==> src/rtl/ros_meas_ctrl.sv <==
// ros_meas_ctrl: ring-oscillator measurement sequencer.
// Enables one RO at a time, lets it settle, counts rising edges of its prescaled
// output over a gate window, and hands each count off through a valid/ack register.
// Optional feature macro: ROS_MEAS_CONT_EN adds the `cont` input, which makes the
// sweep wrap around to the lowest masked RO instead of returning to idle.
module ros_meas_ctrl #(
    parameter int N_ROS      = 2,
    parameter int CNT_W      = 16,
    parameter int WIN_W      = 16,
    parameter int SETTLE_CYC = 16,
    localparam int SEL_W     = (N_ROS > 1) ? $clog2(N_ROS) : 1
) (
    input  logic             clk,
    input  logic             reset,
    input  logic             start,
    input  logic [N_ROS-1:0] ena_mask,
    input  logic [WIN_W-1:0] window,
    input  logic [N_ROS-1:0] ros_div,
`ifdef ROS_MEAS_CONT_EN
    input  logic             cont,
`endif
    output logic [N_ROS-1:0] ros_ena,
    output logic             busy,
    output logic             res_valid,
    input  logic             res_ack,
    output logic [CNT_W-1:0] res_count,
    output logic [SEL_W-1:0] res_sel,
    output logic             res_ovf
);

    localparam int SET_W = $clog2(SETTLE_CYC + 1);
    localparam int TMR_W = (WIN_W > SET_W) ? WIN_W : SET_W;

    typedef enum logic [1:0] {S_IDLE, S_SETTLE, S_MEASURE, S_HANDOFF} state_t;

    state_t           state, state_nxt;
    logic [N_ROS-1:0] mask_q;
    logic [WIN_W-1:0] win_last;      // window-1, with 0 already mapped to a 1-cycle window
    logic [SEL_W-1:0] sel;
    logic [TMR_W-1:0] tmr;
    logic [CNT_W-1:0] cnt;
    logic             ovf;
    logic [N_ROS-1:0] sync1, sync2;
    logic             edge_q;

    // Lowest set bit of m at or above index lo; MSB of the result flags "found".
    function automatic logic [SEL_W:0] find_set(input logic [N_ROS-1:0] m, input int lo);
        logic [SEL_W:0] r;
        r = '0;
        for (int i = N_ROS - 1; i >= 0; i--)
            if (i >= lo && m[i]) r = {1'b1, SEL_W'(i)};
        return r;
    endfunction

    logic [SEL_W:0] start_pick, next_pick, wrap_pick;
    logic           cont_w, load, adv_go, settle_done, meas_done, edge_hit;
    logic [SEL_W-1:0] adv_sel;

`ifdef ROS_MEAS_CONT_EN
    assign cont_w = cont;
`else
    assign cont_w = 1'b0;
`endif

    assign start_pick  = find_set(ena_mask, 0);
    assign next_pick   = find_set(mask_q, int'(sel) + 1);
    assign wrap_pick   = find_set(mask_q, 0);
    assign load        = (state == S_HANDOFF) && (!res_valid || res_ack);
    assign adv_go      = load && (next_pick[SEL_W] || (cont_w && wrap_pick[SEL_W]));
    assign adv_sel     = next_pick[SEL_W] ? next_pick[SEL_W-1:0] : wrap_pick[SEL_W-1:0];
    assign settle_done = (tmr == TMR_W'(SETTLE_CYC - 1));
    assign meas_done   = (tmr == TMR_W'(win_last));
    assign edge_hit    = sync2[sel] & ~edge_q;

    // State register.
    always_ff @(posedge clk) begin
        if (reset) state <= S_IDLE;
        else       state <= state_nxt;
    end

    // Next-state logic; HANDOFF holds until the result register can take the count.
    always_comb begin
        state_nxt = state;
        case (state)
            S_IDLE:    if (start && start_pick[SEL_W]) state_nxt = S_SETTLE;
            S_SETTLE:  if (settle_done) state_nxt = S_MEASURE;
            S_MEASURE: if (meas_done) state_nxt = S_HANDOFF;
            S_HANDOFF: if (load) state_nxt = adv_go ? S_SETTLE : S_IDLE;
            default:   state_nxt = S_IDLE;
        endcase
    end

    // Outputs: the selected RO runs through settle and measure only.
    always_comb begin
        ros_ena = '0;
        busy    = (state != S_IDLE);
        if (state == S_SETTLE || state == S_MEASURE)
            ros_ena = N_ROS'(1) << sel;
    end

    // Per-lane 2-FF synchronizers plus one edge-detect FF on the selected lane.
    always_ff @(posedge clk) begin
        if (reset) begin
            sync1  <= '0;
            sync2  <= '0;
            edge_q <= 1'b0;
        end else begin
            sync1  <= ros_div;
            sync2  <= sync1;
            edge_q <= sync2[sel];
        end
    end

    // Sequencing datapath: latched config, phase timer and saturating edge counter.
    always_ff @(posedge clk) begin
        if (reset) begin
            mask_q   <= '0;
            win_last <= '0;
            sel      <= '0;
            tmr      <= '0;
            cnt      <= '0;
            ovf      <= 1'b0;
        end else begin
            case (state)
                S_IDLE: if (start && start_pick[SEL_W]) begin
                    mask_q   <= ena_mask;
                    win_last <= (window == '0) ? '0 : window - WIN_W'(1);
                    sel      <= start_pick[SEL_W-1:0];
                    tmr      <= '0;
                    cnt      <= '0;
                    ovf      <= 1'b0;
                end
                S_SETTLE: tmr <= settle_done ? '0 : tmr + TMR_W'(1);
                S_MEASURE: begin
                    tmr <= tmr + TMR_W'(1);
                    if (edge_hit) begin
                        if (cnt == '1) ovf <= 1'b1;
                        else           cnt <= cnt + CNT_W'(1);
                    end
                end
                S_HANDOFF: if (adv_go) begin
                    sel <= adv_sel;
                    tmr <= '0;
                    cnt <= '0;
                    ovf <= 1'b0;
                end
                default: ;
            endcase
        end
    end

    // Result register: a load wins over a coincident ack.
    always_ff @(posedge clk) begin
        if (reset) begin
            res_valid <= 1'b0;
            res_count <= '0;
            res_sel   <= '0;
            res_ovf   <= 1'b0;
        end else if (load) begin
            res_valid <= 1'b1;
            res_count <= cnt;
            res_sel   <= sel;
            res_ovf   <= ovf;
        end else if (res_ack) begin
            res_valid <= 1'b0;
        end
    end

endmodule

==> config.mk <==
export PLATFORM = sky130hd
export DESIGN_NAME = ros_meas_ctrl
export DESIGN_NICKNAME = d
export VERILOG_FILES = /design/src/rtl/ros_meas_ctrl.sv
export SDC_FILE = /design/constraint.sdc
export NUM_CORES = 1
export LEC_CHECK = 0
export CAP_MARGIN = 0
export CORE_UTILIZATION = 43
export DETAILED_ROUTE_END_ITERATION = 7
export PLACE_DENSITY = 0.6
export SKIP_LAST_GASP = 1
export SYNTH_ARGS = -nofsm -noshare
export SYNTH_HDL_FRONTEND = slang
export SYNTH_SLANG_ARGS = --single-unit
==> constraint.sdc <==
create_clock -name clk -period 2.6 [get_ports clk]
set_input_delay 0.78 -clock clk [delete_from_list [all_inputs] [get_ports clk]]
set_output_delay 0.78 -clock clk [all_outputs]
set_load 0.01 [all_outputs]
==> results of run 1 <==
[cell type report]
cell class                 instances  area, um^2
fill                             847        3920
multi-input combinational        349        2210
sequential                        78        1560
timing repair buffer              83         748
tap                              108         135
clock buffer                      10         128
clock inverter                     6        61.3
inverter                          11        41.3
[per-layer routing]
layer  global-route usage, %  routed length (um)
met1                    30.5                4710
met5                       0                   0
met4                    8.28                 165
met2                    28.9                3900
met3                    3.58                 484
[critical path, stage by stage (launching register included)]
cell                              delay, ps
sky130_fd_sc_hd__dfxtp_2                360
sky130_fd_sc_hd__inv_1                   90
sky130_fd_sc_hd__ha_4                   190
sky130_fd_sc_hd__inv_1                  120
sky130_fd_sc_hd__clkdlybuf4s50_1        560
[power by group]
group	total, W	switching [W]	internal (W)
sequential	0.00135	0.0000742	0.00127
clock	0.000886	0.000444	0.000442
combinational	0.00108	0.000601	0.000480
[metrics by stage]
| stage | std cells | total power [W] | utilization [%] | hold WS, ps |
|---|---|---|---|---|
| 2_1_floorplan | 465 | 0.00203 | - | 414 |
| 3_3_place_gp | 629 | 0.00240 | 53.2 | 420 |
| 3_5_place_dp | 629 | 0.00243 | 53.2 | 426 |
| 4_1_cts | 645 | 0.00335 | 55.5 | 450 |
| 5_1_grt | 645 | 0.00352 | 55.5 | 460 |
| 6_report | 645 | 0.00331 | 55.5 | 446 |
[how the worst max path moves through the flow]
stage	startpoint	endpoint	slack, ps
finish	state[0]$_SDFFE_PP0P_	busy	160
global route	state[0]$_SDFFE_PP0P_	busy	40
CTS	state[1]$_SDFFE_PP0P_	ros_ena[0]	20
detailed placement	window[0]	win_last[14]$_SDFFE_PP0P_	-80
global placement	window[0]	win_last[15]$_SDFFE_PP0P_	-30
floorplan	window[0]	win_last[14]$_SDFFE_PP0P_	480
[timing repair]
| item | 4_1_cts | 5_1_grt |
|---|---|---|
| resized for setup | 2 | 3 |
| endpoints found under the setup margin | 2 | 2 |
| pin swaps | 0 | 0 |
| endpoints found under the hold margin | 0 | 0 |
| gates cloned | 0 | 0 |
[registers in the layout (all words and copies together) (netlist names), 2 cells and up]
| name | cells |
|---|---|
| mask_q | 2 |
| win_last | 16 |
| sync2 | 2 |
| res_count | 16 |
| cnt | 16 |
| sync1 | 2 |
| state | 2 |
| tmr | 16 |
[logic make-up (layout without fill, tap and decap cells)]
kind of cell,count (synthesis),in the layout
compound gates,118,118
xor+xnor,36,36
fa+ha+maj,7,7
buf+inv,38,110
flops,78,78
mux,1,1
simple gates,187,187
[layout by cell type (no fill, tap or decap), drive strengths merged, types with 8 or more instances in the layout]
cell / n
nor3: 9
a22oi: 12
or3: 8
buf: 39
xor2: 12
clkdlybuf4s50: 42
clkbuf: 10
nor2: 33
nand3: 18
inv: 12
o21ai: 18
dfxtp: 78
a21oi: 43
nand2: 58
nand4: 13
nor2b: 9
xnor2: 24
==> reports/results.txt, run 1 <==
For the final database, setup skew stands at 16.1 ps. The post-synth net total is 496, and the port buffer count is 45. For the setup fix buffers added after clock tree synthesis, the log shows 0. The number of H-tree levels was 3; the die span in x was 97.7 um.

TritonCTS built the clock tree. The tools report the maximum clock frequency as 0.409 GHz. For the worst flop-to-flop path, the logic depth is 5. After Yosys synthesis, full adders, half adders and majority gates account for 2.22% of the synthesized area. The top-area cell type share of the netlist area is 39.6%, and the arrival time of the worst setup path is 1660 ps.

The final RePlAce weighted congestion was 0.812; the wire length per cell after detailed routing was 14.3 um. For this run, design rule violations remaining after detail routing come to 4. Yosys attributes the largest share of cell area to sky130_fd_sc_hd__dfxtp_1 (40%), sky130_fd_sc_hd__nand2_1 (5.5%), sky130_fd_sc_hd__a21oi_1 (5.3%), sky130_fd_sc_hd__xnor2_1 (5.3%), sky130_fd_sc_hd__nor2_1 (3.1%).

IR analysis of the VDD net gives a maximum drop of 0.000398 V. Of the total synthesized cell area, the portion taken by AND, OR, NAND and NOR gates is 25.1%. Startpoint type of the worst setup path: a flip-flop. In this run the critical register-to-register path is captured at cnt[2]$_SDFFE_PP0P_.

The final number of setup-violating endpoints was 0. Before antenna repair, the detailed router went through 7 iterations. After the first detailed-routing iteration, the DRC count stood at 192.

The classification of the worst setup path is flip-flop to output pin. Setup slack on the worst reg-to-reg path comes out at 600 ps. Sequential elements use 39.6% of the synthesized area. The cell with the most instances after synthesis was sky130_fd_sc_hd__dfxtp_1. By area, the combinational part of the netlist is dominated by simple AND/OR/NAND/NOR gates. In this run, CTS created clock tree buffers numbering 9. Once the floorplan was initialized, standard cells occupied 44.8% of the core. The wire length of the first global-routing pass was 15.8 mm; the area of the placeable core was 0.00881 mm^2.

For the via count of the first global-routing pass, the log shows 3279. The dominant cell type by area after synthesis is sky130_fd_sc_hd__dfxtp_1. The total global routing track utilization is 20.4%, and the clock latency of the later-clocked register in the worst-skew pair is 350 ps.

The tree is rooted in a sky130_fd_sc_hd__clkbuf_8. The final hold violation count was 0; the post-synthesis share of cell area spent on xor and xnor gates was 8.00%. The gate count after technology mapping is 465, and the required time at the worst-slack endpoint is 1820 ps. The flow ran to the end, but the final reports show violations. The analysis attributes to cell leakage a power of 1.74 nW. The relative max-transition margin was 68.8%. The layout cell share with drive strength beyond 1 is 13.8%, and the number of antenna violations at the first check in global routing is 0.

The number of synthesized register bits was 78. Setup repair after global routing left no endpoint under its margin. The die covers 0.00955 mm^2. The number of enable-type register cells in the synthesized netlist works out to 0.

Commonest register cell after synthesis: sky130_fd_sc_hd__dfxtp_1. The number of hold buffers added after CTS was 0. For the deepest clock path buffer count, the log shows 2. For the Yosys warning count, the log shows 0.

The count of antenna diodes in the layout was 0; the net count of the finished layout was 563. Summing the areas of all compound-gate instances in the mapped netlist gives 20.3% of the synthesized area. The average footprint of a synthesized cell is 8.48 um^2. The count of maximum capacitance violations was 0. The final HPWL from detailed placement came out at 6.83 mm. Once detail routing completed, the nets flagged for antenna violations numbered 0. For the final routed database, the setup TNS stands at 0 ps.

The post-synth design cell area is 0.00394 mm^2, and the number of rows created at floorplan is 34. For the cell area reported after detailed placement, the log shows 0.00468 mm^2. During I/O placement, the number of pins put on the boundary was 46. The global route total overflow was 0. Counting flops with an async set or reset pin after synthesis yields a share of 0%. The register clock-pin slew on the reported worst setup and hold paths came out at 70 ps. The final cell area excluding filler cells is 0.00489 mm^2, and the maximum net fanout on the critical path is 5. For hold timing, the worst endpoint is sync2[0]$_SDFF_PP0_. The max-slew violation count came out at 0. Using the TritonRoute via totals, the vias-per-cell ratio works out to 5.58.

The tools report the total detailed-routing wirelength as 9.25 mm. The tools report the reg-to-reg startpoint as cnt[10]$_SDFFE_PP0P_. For the pin with the worst max-slew slack, the measured transition is 465 ps. Counting I/O delays and the setup requirement, the final critical path takes 2440 ps.

Multiplexer cells account for 0.254% of the synthesized area. The run gives -82.4 ps as the minimum setup slack after placement. The run gives 3596 as the via count. Synthesis instantiated 61 different standard cells from the library.

Setup slack on the critical path of the routed design comes to 156 ps. The final critical path takes up 94.0% of the cycle. Kind of end point of the critical path: an output pin. In this run the most critical hold path is launched from sync1[0]$_SDFF_PP0_. The worst hold path stage count works out to 1. By count the netlist is led by sky130_fd_sc_hd__dfxtp_1 (78), sky130_fd_sc_hd__nand2_1 (58), sky130_fd_sc_hd__a21oi_1 (42). The power per cell area works out to 678 mW/mm^2.

The tightest min-delay check is of the flip-flop to flip-flop type. The final reports fail on design-rule violations. The chip height was 97.7 um; the area growth from synthesis to layout was 24.1%.

Entering global routing, the biggest net connects 36 pins. The clock drives 78 sinks.
No activity file was read; power rests on OpenSTA's default activity.
==> inputs of run 2 (changes only) <==
--- a/config.mk
+++ b/config.mk
@@ -6,6 +6,7 @@
 export NUM_CORES = 1
 export LEC_CHECK = 0
 export CAP_MARGIN = 0
+export CORE_ASPECT_RATIO = 1.1
 export CORE_UTILIZATION = 43
 export DETAILED_ROUTE_END_ITERATION = 7
 export PLACE_DENSITY = 0.6
==> run 2 against run 1 <==
The flow now finishes without violations. Clock skew is 9.7 ps lower. Sequential share of layout area is 0.17 points higher. Combinational power hardly changed. Die area hardly changed. Maximum frequency is 0.13% lower. Highest routed layer unchanged. Sequential power hardly changed.
==> reports/results.txt, run 2 (synthesized netlist as in run 1, its figures left out) <==
Pin count of the biggest net entering global routing: 35 (-2.8%). The post-detailed-route DRC marker count is 0 (-4). The deepest clock path buffer count is 2 (unchanged). The run gives 38.0% (+9.0 points) as the global routing usage on met2.

In the layout the commonest cells are sky130_fd_sc_hd__dfxtp_1 (76), sky130_fd_sc_hd__nand2_1 (58), sky130_fd_sc_hd__a21oi_1 (42), sky130_fd_sc_hd__clkdlybuf4s50_1 (42), sky130_fd_sc_hd__nor2_1 (33). The die span in x is 93.3 um (-4.6%). TritonCTS built the clock tree.

The cell family contributing the most delay on the critical path is buffers and inverters. The kind of end point of the critical path is an output pin. The total global routing track utilization is 21.0% (+0.53 points). The max-slew violation count is 0 (unchanged), and the via count is 3591 (-0.14%).

The total detailed-routing wirelength was 9.43 mm (+1.9%). The clock latency of the later-clocked register in the worst-skew pair is 350 ps (about the same), and the final-layout worst hold slack is 439 ps (-7.48 ps). The library cell used most frequently in the layout, excluding fill and tap cells, is sky130_fd_sc_hd__dfxtp_1. The logs give 0 (unchanged) for the hold-fix buffer count after cts and 20.9% (-48 points) for the relative max-transition margin. The routing usage on met1 was 24.3% (-6.1 points).

Walking the worst path, the cells encountered are inv_1 -> ha_4 -> inv_1 -> clkdlybuf4s50_1. Among all stages on the critical path, the largest delay is contributed by sky130_fd_sc_hd__clkdlybuf4s50_1. The number of filler instances in the final layout was 840 (-0.83%). The run gives 6.41 ps (-9.72 ps) as the setup clock skew after layout. The standby leakage power was 1.72 nW (-1.1%). The flow ran to the end, and the final reports show no timing, DRC or antenna violations. The clock period minus final worst setup slack was 2450 ps (+3.08 ps); the count of boundary I/O pins was 46 (unchanged). The maximum net fanout on the critical path was 5 (unchanged). The count of antenna diodes in the layout was 0 (unchanged). The number of rows created at floorplan was 36 (+5.9%).

The fraction of the cycle the final worst path needs is 94.1% (+0.12 points), and the global route total overflow is 0 (unchanged). The count of maximum capacitance violations is 0 (unchanged). The tools report the maximum clock frequency as 0.409 GHz (-0.13%). The via density per instance is 5.58 (about the same), and the minimum setup slack in the final design is 153 ps (-3.08 ps). The share of power burned in the clock network is 28.6% (+1.9 points), and the proportion of power drawn by flip-flops and latches is 39.7% (-0.9 points). The tools report the clock root buffer as sky130_fd_sc_hd__clkbuf_8. The power per cell area is 696 mW/mm^2 (+2.7%). The wire length per cell after detailed routing is 14.6 um (+2.0%).

The TritonCTS buffer count is 9 (unchanged), and the register clock-pin slew on the reported worst setup and hold paths is 80 ps (about the same). The power share of the combinational group is 31.7% (-0.9 points), and the number of sinks handled by clock tree synthesis is 78 (unchanged). The switching part of the total was 33.0% (-0.76 points); the final RePlAce weighted congestion was 0.824 (+1.5%).

After global routing, the most crowded layer is met2. The final HPWL from detailed placement was 6.91 mm (+1.1%); the minimum setup slack after placement was -140 ps (-57.7 ps). The first-pass iteration count of the detailed router is 4 (-3). The internal power is 0.00227 W (+3.4%).

Wire length of the first global-routing pass: 15.8 mm (unchanged). The met3 track demand over resource in global routing was 5.36% (+1.8 points); the port buffer count was 45 (unchanged). For the arrival time of the worst setup path, the log shows 1670 ps (about the same). The area of the placeable core came out at 0.00887 mm^2 (+0.77%). The path class of the tightest hold or removal check is flip-flop to flip-flop. STA classifies the critical path startpoint as a flip-flop.

The area growth from synthesis to layout is 23.5%, and the via count of the first global-routing pass is 3368 (+2.7%). The stage delay of the slowest cell on the critical path is 550 ps (about the same), and the switching power summed over all nets is 0.00112 W (about the same). The logs give 0 (unchanged) for the final antenna-violating net count and 0.000341 V (-14%) for the worst voltage drop across the vdd grid. The layout cell share with drive strength beyond 1 was 12.6% (-1.1 points); the total power consumption of the routed design was 0.00339 W (+2.3%). The logs give 1820 ps (about the same) for the required time at the worst-slack endpoint and 54.9% (-0.68 points) for the utilization after layout. The net count of the finished layout was 557 (-1.1%). The worst path buffer plus inverter count works out to 3 (unchanged).

The final hold violation count came out at 0 (unchanged). Final number of setup-violating endpoints: 0 (unchanged). The number of cells in the design after placement was 629 (unchanged); the pin slew with the least headroom to its limit was 1180 ps (+719 ps). The post-route non-filler standard cell count is 644 (-0.16%).

The classification of the worst setup path was flip-flop to output pin. The area of the die was 0.00955 mm^2 (about the same). Setup repair after global routing left no endpoint under its margin.

The chip height is 102 um (+4.8%), and the number of H-tree levels is 3 (unchanged). By instance count, the cell type seen most on the critical path is sky130_fd_sc_hd__inv_1. The starting DRC count in detailed routing is 119 (-38%). For the number of antenna violations at the first check in global routing, the log shows 0 (unchanged). The run gives 44.4% (-0.34 points) as the effective utilization at floorplan.
run 2: through the flow:
stage | setup TNS (ps) | instance area [um^2]
after floorplan | 0 | 3940
after global placement | -584 | 4640
after detailed placement | -1510 | 4640
after CTS | 0 | 4860
after global routing | 0 | 4870
final | 0 | 4870
run 2: path summary, 6_finish.rpt:
kind	cells past startpoint	startpoint	slack (ps)	end
max	4	state[0]$_SDFFE_PP0P_	150	busy
min	1	sync1[0]$_SDFF_PP0_	440	sync2[0]$_SDFF_PP0_
max reg2reg	4	state[0]$_SDFFE_PP0P_	480	res_count[10]$_SDFFE_PP0P_
min reg2reg	1	sync1[0]$_SDFF_PP0_	440	sync2[0]$_SDFF_PP0_
run 2: timing repair:
item | CTS | global route
gates resized for setup | 2 | 3
setup buffers | 0 | 0
endpoints found under the hold margin | 0 | 0
endpoints found under the setup margin | 2 | 2
gates cloned | 0 | 0
run 2: cell type report:
cell class | instances | area, um^2 | share of cell area [%]
Tap cell | 114 | 143 | 2.93
Multi-Input combinational cell | 349 | 2210 | 45.5
Clock buffer | 10 | 128 | 2.62
Inverter | 11 | 41.3 | 0.848
Clock inverter | 5 | 75.1 | 1.54
Timing Repair Buffer | 77 | 703 | 14.4
Sequential cell | 78 | 1560 | 32.1
run 2: metal layers:
| metal | vias to the layer above | part of all wire, % |
|---|---|---|
| li1 | 1820 | - |
| met1 | 1692 | 45 |
| met2 | 67 | 50 |
| met3 | 12 | 3.6 |
| met4 | 0 | 1.4 |
| met5 | - | 0 |
run 2: power by group through the flow:
stage	Clock [W]	Combinational, W	Sequential (W)
6_report	0.000968	0.00108	0.00135
5_1_grt	0.00104	0.00119	0.00136
4_1_cts	0.000982	0.00108	0.00134
3_5_place_dp	0	0.00104	0.00137
3_3_place_gp	0	0.00102	0.00137
2_1_floorplan	0	0.000682	0.00135
